===== config.mk =====
export PLATFORM = sky130hd
export DESIGN_NAME = kf6845_timing_axis
export DESIGN_NICKNAME = d
export VERILOG_FILES = /design/src/rtl/kf6845_pkg.sv /design/src/rtl/kf6845_skew_delay.sv /design/src/rtl/kf6845_timing_axis.sv
export SDC_FILE = /design/constraint.sdc
export NUM_CORES = 1
export LEC_CHECK = 0
export CAP_MARGIN = 20
export CORE_MARGIN = 5
export CORE_UTILIZATION = 58
export DETAILED_ROUTE_END_ITERATION = 6
export GPL_TIMING_DRIVEN = 0
export PLACE_DENSITY = 0.79
export SETUP_SLACK_MARGIN = 0.02
export SLEW_MARGIN = 10
export SYNTH_ARGS = -nofsm -noshare
export SYNTH_HDL_FRONTEND = slang
export SYNTH_HIERARCHICAL = 1
export SYNTH_SLANG_ARGS = --single-unit

===== constraint.sdc =====
create_clock -name clock -period 1.95 [get_ports clock]
set_input_delay 0.39 -clock clock [delete_from_list [all_inputs] [get_ports clock]]
set_output_delay 0.39 -clock clock [all_outputs]
set_load 0.05 [all_outputs]

===== src/rtl/kf6845_pkg.sv =====
// kf6845_pkg -- shared definitions for the kf6845 timing axis.
// Holds the control-register bit map, the display skew select width and
// the sync pulse FSM state type used by the top and its skew sub-module.
package kf6845_pkg;

  // Control register layout (4 bits wide)
  localparam int CTRL_W       = 4;
  localparam int CTRL_IMM     = 0;  // copy pending->active the cycle after any write
  localparam int CTRL_INV     = 1;  // invert SYNC polarity
  localparam int CTRL_SKEW_LO = 2;  // display skew select, bits [3:2]
  localparam int SKEW_W       = 2;  // skew select width (0..3 stages)
  localparam int SKEW_MAX     = (1 << SKEW_W) - 1;

  typedef enum logic {
    SYNC_IDLE   = 1'b0,
    SYNC_ACTIVE = 1'b1
  } sync_state_t;

endpackage


===== src/rtl/kf6845_skew_delay.sv =====
// kf6845_skew_delay -- select-driven 0..3 stage delay for the display enable.
// Ports:
//   clock, reset : clock and synchronous active-high reset
//   enable       : pipeline advances only on enabled cycles
//   sel          : number of stages of delay (0 = combinational pass-through)
//   din / dout   : raw display enable in, skewed display enable out
module kf6845_skew_delay
  import kf6845_pkg::*;
(
  input  logic              clock,
  input  logic              reset,
  input  logic              enable,
  input  logic [SKEW_W-1:0] sel,
  input  logic              din,
  output logic              dout
);

  logic [SKEW_MAX-1:0] pipe;

  always_ff @(posedge clock) begin
    if (reset)       pipe <= '0;
    else if (enable) pipe <= {pipe[SKEW_MAX-2:0], din};
  end

  // pipe[k] holds din as it was k+1 enabled steps ago
  always_comb begin
    dout = din;
    case (sel)
      2'd0:    dout = din;
      2'd1:    dout = pipe[0];
      2'd2:    dout = pipe[1];
      default: dout = pipe[2];
    endcase
  end

endmodule


===== src/rtl/kf6845_timing_axis.sv =====
// kf6845_timing_axis -- one axis (horizontal or vertical) of a 6845-style
// CRT timing generator: position counter, period pulses, skewed display
// enable and a programmable sync pulse.
// Ports:
//   clock, reset             : clock, synchronous active-high reset
//   video_clock_enable       : one count step per high cycle
//   internal_data_bus        : register write data
//   write_*_register         : one write strobe per register
//   character_count          : current position
//   Period_Half, Period_End  : combinational position pulses
//   Display                  : skewed display enable
//   SYNC                     : registered sync pulse, polarity from control
module kf6845_timing_axis
  import kf6845_pkg::*;
#(
  parameter int COUNT_WIDTH     = 8,
  parameter int SYNC_WIDTH_BITS = 4
) (
  input  logic                   clock,
  input  logic                   reset,
  input  logic                   video_clock_enable,
  input  logic [COUNT_WIDTH-1:0] internal_data_bus,
  input  logic                   write_total_register,
  input  logic                   write_displayed_register,
  input  logic                   write_sync_position_register,
  input  logic                   write_sync_width_register,
  input  logic                   write_control_register,
  output logic [COUNT_WIDTH-1:0] character_count,
  output logic                   Period_Half,
  output logic                   Period_End,
  output logic                   Display,
  output logic                   SYNC
);

  // Pending (host-visible) and active (timing-visible) register sets
  logic [COUNT_WIDTH-1:0]     pend_total, pend_disp, pend_pos;
  logic [SYNC_WIDTH_BITS-1:0] pend_width;
  logic [CTRL_W-1:0]          pend_ctrl;
  logic [COUNT_WIDTH-1:0]     act_total, act_disp, act_pos;
  logic [SYNC_WIDTH_BITS-1:0] act_width;
  logic [CTRL_W-1:0]          act_ctrl;

  logic write_d, ctrl_write_d, commit_all;
  logic [COUNT_WIDTH-1:0] count;
  logic raw_display;

  sync_state_t                state, state_n;
  logic [SYNC_WIDTH_BITS-1:0] sync_cnt, sync_cnt_n;
  logic                       sync_q;

  // ---------------- register file ----------------
  always_ff @(posedge clock) begin
    if (reset) begin
      pend_total   <= '0;
      pend_disp    <= '0;
      pend_pos     <= '0;
      pend_width   <= '0;
      pend_ctrl    <= '0;
      write_d      <= 1'b0;
      ctrl_write_d <= 1'b0;
    end else begin
      if (write_total_register)         pend_total <= internal_data_bus;
      if (write_displayed_register)     pend_disp  <= internal_data_bus;
      if (write_sync_position_register) pend_pos   <= internal_data_bus;
      if (write_sync_width_register)    pend_width <= internal_data_bus[SYNC_WIDTH_BITS-1:0];
      if (write_control_register)       pend_ctrl  <= internal_data_bus[CTRL_W-1:0];
      write_d      <= write_total_register | write_displayed_register |
                      write_sync_position_register | write_sync_width_register |
                      write_control_register;
      ctrl_write_d <= write_control_register;
    end
  end

  // Immediate mode is judged on the freshly written control value, so a
  // control write that sets bit0 also pulls in everything written before it.
  // A write landing on Period_End is not yet in pending, so the old value
  // commits and the new one waits for the next Period_End.
  assign commit_all = Period_End | (write_d & pend_ctrl[CTRL_IMM]);

  always_ff @(posedge clock) begin
    if (reset) begin
      act_total <= '0;
      act_disp  <= '0;
      act_pos   <= '0;
      act_width <= '0;
      act_ctrl  <= '0;
    end else if (commit_all) begin
      act_total <= pend_total;
      act_disp  <= pend_disp;
      act_pos   <= pend_pos;
      act_width <= pend_width;
      act_ctrl  <= pend_ctrl;
    end else if (ctrl_write_d) begin
      act_ctrl  <= pend_ctrl;
    end
  end

  // ---------------- position counter ----------------
  assign Period_End  = video_clock_enable && (count == act_total);
  assign Period_Half = video_clock_enable && (count == (act_total >> 1));

  always_ff @(posedge clock) begin
    if (reset)                   count <= '0;
    else if (Period_End)         count <= '0;
    else if (video_clock_enable) count <= count + COUNT_WIDTH'(1);
  end

  assign character_count = count;

  // ---------------- display enable ----------------
  assign raw_display = (count < act_disp);

  kf6845_skew_delay u_skew (
    .clock  (clock),
    .reset  (reset),
    .enable (video_clock_enable),
    .sel    (act_ctrl[CTRL_SKEW_LO +: SKEW_W]),
    .din    (raw_display),
    .dout   (Display)
  );

  // ---------------- sync pulse FSM ----------------
  always_ff @(posedge clock) begin
    if (reset) begin
      state    <= SYNC_IDLE;
      sync_cnt <= '0;
      sync_q   <= 1'b0;
    end else begin
      state    <= state_n;
      sync_cnt <= sync_cnt_n;
      sync_q   <= (state_n == SYNC_ACTIVE) ^ act_ctrl[CTRL_INV];
    end
  end

  // Position hits while ACTIVE are ignored; the down-counter carries the
  // pulse across a counter wrap untouched.
  always_comb begin
    state_n    = state;
    sync_cnt_n = sync_cnt;
    case (state)
      SYNC_IDLE: begin
        if (video_clock_enable && (count == act_pos) && (act_width != '0)) begin
          state_n    = SYNC_ACTIVE;
          sync_cnt_n = act_width;
        end
      end
      default: begin
        if (video_clock_enable) begin
          sync_cnt_n = sync_cnt - SYNC_WIDTH_BITS'(1);
          if (sync_cnt == SYNC_WIDTH_BITS'(1)) state_n = SYNC_IDLE;
        end
      end
    endcase
  end

  assign SYNC = sync_q;

endmodule

# Word-level counts from Yosys, hierarchy flattened
# Index checks and enable logic that the tools add are counted.
[classes]
n_eq_ne = 7
muxes = 10
bitwise_logic = 7
n_reduce_logical = 10
n_lt_le_gt_ge = 1
add_sub_neg = 2
[ops]
columns = ["operator", "n"]
rows = [
  ["4-bit two-way mux", 5],
  ["8-bit equality test", 2],
  ["8-bit by 1-bit adder with 8-bit output (second input constant)", 1],
  ["8-bit by 7-bit equality test with 1-bit output", 1],
  ["8-bit < comparator", 1],
  ["1-bit OR", 5],
  ["4-bit by 1-bit equality test with 1-bit output (second input constant)", 1],
  ["1-bit logical AND", 4],
  ["1-bit two-way mux", 4],
  ["2-bit nonzero test", 2],
  ["4-bit nonzero test", 1],
  ["4-bit by 1-bit subtractor with 4-bit output (second input constant)", 1],
  ["1-bit one-hot mux with 3 select lines", 1],
  ["2-bit by 1-bit equality test with 1-bit output (second input constant)", 1],
  ["2-bit equality test (second input constant)", 1],
  ["2-bit logical NOT", 1],
  ["2-bit != test (second input constant)", 1],
  ["2-bit AND reduction", 1],
  ["2-bit OR reduction", 1],
  ["1-bit AND", 1],
  ["1-bit XOR", 1],
]
[totals]
regBits = 83
input_bits = 16

# Longest topological paths before layout
[logic_depth]
ltp_word = 6
depth_mapped = 8
ltp_nobuf = 8

# Modules after synthesis
# Netlist, hierarchy kept.
[modules_own_cells]
columns = ["mod", "area_each_um2", "seq_area_each_um2", "instances", "cells_each"]
rows = [
  ["kf6845_timing_axis", 3497.1, 1581.5, 1, 359],
  ["kf6845_skew_delay", 123.9, 60.1, 1, 10],
]

# Least setup slack after synthesis
# OpenSTA, ideal clock, no wires.
[synth_path]
kind = "register -> output"
startpoint = "reg count[2] (netlist: character_count[2])"
endpoint = "out Period_Half"
path_buffers = 1
arrival_ns = 2.607
stages_incl_launch_ff = 5
path_slack_ns = -1.047
required_time_ns = 1.560
cell_sequence = "dfxtp_1 > buf_2 > xnor2_1 > nand3b_1 > nor4_1"
[synth_between]
elab_chain_len = 2
[synth_lines]
columns = ["item", "line", "text"]
rows = [
  ["start, declared", "kf6845_timing_axis.sv:44", "logic [COUNT_WIDTH-1:0] count;"],
  ["start signal, assigned", "kf6845_timing_axis.sv:105", "else if (video_clock_enable) count <= count + COUNT_WIDTH'(1);"],
  ["8-bit by 7-bit equality test with 1-bit output", "kf6845_timing_axis.sv:100", "assign Period_Half = video_clock_enable && (count == (act_total >> 1));"],
  ["1-bit logical AND", "kf6845_timing_axis.sv:100", ""],
  ["end, declared", "kf6845_timing_axis.sv:29", "output logic Period_Half,"],
]
# Every way passes these cells.

# Worst setup path in the final report
[layout_path]
startpoint = "reg act_disp[4]"
endpoint = "out Display"
[layout_between]
elab_chain_len = 2
[layout_lines]
columns = ["item", "line", "text"]
rows = [
  ["start, declared", "kf6845_timing_axis.sv:39", "logic [COUNT_WIDTH-1:0] act_total, act_disp, act_pos;"],
  ["start signal, assigned", "kf6845_timing_axis.sv:89", "act_disp <= pend_disp;"],
  ["8-bit < comparator", "kf6845_timing_axis.sv:111", "assign raw_display = (count < act_disp);"],
  ["via raw_display", "kf6845_timing_axis.sv:45", "logic raw_display;"],
  ["1-bit one-hot mux with 3 select lines", "kf6845_skew_delay.sv:28", "case (sel)"],
  ["end, declared", "kf6845_timing_axis.sv:31", "output logic Display,"],
]
# The timed path passes the listed nets, and every way through them passes these cells.

==> impl_metrics.toml <==
[outcome]
run_status = "finished with violations"
violations = "setup timing"

[final_layout]
layout.cells.non_filler = 503
diodes = 0
register_area_um2 = 1680
nets = 450
final_layout_size_suffix_gt1_share_pct = 22.0
n_fill_cell = 377
final_core_utilization_pct = 78.4
multiInputGateArea_um2 = 2000
area_delta_synth_final_pct = 29.7

[floorplan]
placementRows = 28
die_y_um = 89.0
floorplan.die.width_um = 89.0
die_area_um2 = 7920
core_outline_area_um2 = 5990
pin_count = 28
initial_utilization_pct = 60.4

[drt]
dr.first_iter.drc_count = 257
ant_nets = 0
total_via_count_after_detailed_routing = 2860
route.detailed.vias_per_inst = 5.69
first_pass_iters = 4
avgRoutedWirePerCell_um = 18.6
detail_route.drc_violations = 0
wirelength_um = 9370

[yosys]
synth_top_area_share_pct = 45.3
synthFlopType = "sky130_fd_sc_hd__dfxtp_1"
post-synth-top-area-cell = "sky130_fd_sc_hd__dfxtp_1"
synth.cell_area_um2 = 3620
synthTopCellsByArea = "sky130_fd_sc_hd__dfxtp_1 (45%), sky130_fd_sc_hd__mux2i_1 (19%), sky130_fd_sc_hd__nor2_1 (8.0%)"
seq_area_frac_synth_pct = 45.3
syn-instance-count = 369
ys_async_sr_fraction_pct = 0
postSynthAreaPerCell_um2 = 9.81
synth-edff-count = 0
syn-num-nets = 395
synth_cell_type_count = 37
synth-seq-cells = 82
yosysWarnings = 6

[power]
power_density_nw_per_um2 = 912
total_power_uw = 4290
power.static_leakage_uw = 0.00202
peakVddDrop_uv = 612

[grt]
grt_use_met2_pct = 37.5
first_global_vias = 2792
layer_with_the_highest_usage_after_global_routing = "met2"
grtUsageTotal_pct = 23.9
grt_overflow = 0
grt_pass1_wl_um = 14100
antenna_found_initial = 0
met3_usage_pct = 5.35
maximum_number_of_pins_on_one_net_before_global_route_repair = 13
met1_track_demand_over_resource_pct = 31.2

[placed_design]
place.detailed.instances = 466
dp_hpwl_um = 5530
gp_weighted_congestion = 0.782
buffers_added_on_ports = 22
pre_cts_slack_ps = -951

[clock_network]
worst_setup_hold_path_clk_slew_ps = 80
cts_buffer_depth = 2
clk-insertion-delay-late_ps = 360
clock_tree.htree_level_count = 3
tritoncts = "yes"
root_buffer = "sky130_fd_sc_hd__clkbuf_8"
cts.sink_count = 82
cts_inserted_buffers = 9
number_of_hold_repair_buffers_added_at_the_cts_stage = 0

[sta]
tightest_slew_ps = 686
final-setup-viol-count = 19
finClkSkew_ps = 8.83
setup_repair_after_global_routing_missed_its_margin = "true"
final_ws_setup_ps = -576
min_period_ps = 2530
max_freq_ghz = 0.396
slew_headroom_pct = 54.3
report.final.slew_viol_count = 0
final.period_utilization_pct = 130
finalHoldViolCount = 0

[critical_path]
timing.critical_path.buf_inv = 2
worstPathMaxFanout = 2
timing.critical_path.slowest_cell_delay_ps = 490
worstSetupStartpointType = "flip-flop"
worst_ep_required_ps = 1560
critical_path_class = "reg -> out"
critPathCaptureType = "output port"
critPathSlowestCell = "sky130_fd_sc_hd__mux4_2"
arrival_ps = 2140
crit_path_cell_trace = "inv_1, ha_1, nand3_1, o21ai_2, a31oi_2, mux4_2, buf_8"
critical-path-top-delay-family = "multiplexers"

[run]
maximum_capacitance_violations = 0

[hold_path]
min-delay-path-class = "in -> reg"
==> metal layers <==
metal / routed length, um / part of all wire, %
met5: 0 / 0
met1: 4050 / 43
met3: 669 / 7.1
met2: 4390 / 47
met4: 265 / 2.8
==> cells by family (layout without fill, tap and decap cells) <==
group	after synthesis	in the layout	synth area share, %
and+or+nand+nor	119	119	14.4
xor gates and xnor gates	30	30	7.26
muxes	70	70	19.7
DFF	82	82	45.3
buffers and inverters	35	94	5.46
adders and majority gates	10	10	3.46
AOI/OAI and AO/OA	23	23	4.32
==> worst paths after layout <==
| check | cells past startpoint | end | slack (ps) | start |
|---|---|---|---|---|
| max reg2reg | 11 | act_pos[2] | -120 | character_count[0] |
| min reg2reg | 2 | act_total[6] | 500 | pend_total[6] |
| max | 7 | Display | -580 | act_disp[4] |
| min | 2 | ctrl_write_d | 450 | write_control_register |
==> report_power, final <==
group	internal [uW]	leakage [uW]	switching, uW	total, uW
registers	1770	0.000678	82.5	1850
logic	618	0.00124	558	1180
clock network	663	0.0000986	598	1260
total	3050	0.00202	1240	4290
==> synth_stat cells (2+ instances only) <==
| cell | number |
|---|---|
| sky130_fd_sc_hd__dfxtp_1 | 82 |
| sky130_fd_sc_hd__mux2i_1 | 68 |
| sky130_fd_sc_hd__a31oi_1 | 2 |
| sky130_fd_sc_hd__buf_12 | 2 |
| sky130_fd_sc_hd__nand3b_1 | 4 |
| sky130_fd_sc_hd__or2_2 | 2 |
| sky130_fd_sc_hd__ha_1 | 10 |
| sky130_fd_sc_hd__nor3_1 | 3 |
| sky130_fd_sc_hd__xor2_1 | 8 |
| sky130_fd_sc_hd__nor2_1 | 77 |
| sky130_fd_sc_hd__buf_6 | 3 |
| sky130_fd_sc_hd__nand3_1 | 3 |
| sky130_fd_sc_hd__a21o_1 | 3 |
| sky130_fd_sc_hd__nand2_1 | 13 |
| sky130_fd_sc_hd__o31a_1 | 2 |
| sky130_fd_sc_hd__a21oi_1 | 8 |
| sky130_fd_sc_hd__xnor2_1 | 22 |
| sky130_fd_sc_hd__nand4_1 | 7 |
| sky130_fd_sc_hd__nor2b_1 | 3 |
| sky130_fd_sc_hd__clkbuf_1 | 14 |
| sky130_fd_sc_hd__o21ai_0 | 2 |
| sky130_fd_sc_hd__buf_2 | 6 |
| sky130_fd_sc_hd__and3_1 | 2 |
| sky130_fd_sc_hd__nor4_1 | 2 |
| sky130_fd_sc_hd__inv_1 | 9 |
==> area by class of cell <==
type                    instances  share of cell area [%]
well taps                      75                    2.00
plain buffers                  25                    4.13
repair buffers                 45                    10.7
inverters                       9                   0.719
clock buffers                  13                    3.41
multi-input cells             252                    42.6
clock inverters                 2                   0.746
flip-flops and latches         82                    35.7
==> state kept, by name, summed over array words and instances (netlist names) <==
signal and count:
SYNC 1, act_ctrl 3, act_disp 8, act_pos 8, act_total 8, act_width 4
character_count 8, ctrl_write_d 1, pend_ctrl 4, pend_disp 8, pend_pos 8, pend_total 8
pend_width 4, state 1, sync_cnt 4, u_skew/pipe 3, write_d 1
==> cells in the final DEF, fill, tap and decap left out, drive strengths merged, types with 3 or more instances in the layout <==
cell type,Yosys,routed
ha,10,10
dfxtp,82,82
clkbuf,14,27
nor3,3,3
nor2b,3,3
xor2,8,8
nand2,13,13
xnor2,22,22
a21oi,8,8
buf,12,37
dlygate4sd2,0,3
a21o,3,3
nor2,77,77
mux2i,68,68
nand4,7,7
inv,9,9
dlymetal6s2s,0,6
clkdlybuf4s50,0,10
nand3b,4,4
nand3,3,3
==> metrics by stage <==
step                setup TNS [ps]  hold WS (ps)  instance area [um2]
CTS                           -961           450                 4540
global route                 -5150           456                 4700
global placement             -9120           464                 4010
finish                       -1430           451                 4700
detailed placement          -11460           466                 4010
floorplan                    -79.9           436                 3700
==> repair_timing <==
| action | 4_1_cts | 5_1_grt |
|---|---|---|
| setup buffers | 17 | 5 |
| cloned | 2 | 0 |
| pin swaps | 10 | 11 |
| setup endpoints to repair | 27 | 41 |
| gates resized for setup | 52 | 32 |
Note: power is estimated with default switching activity, not from simulation.
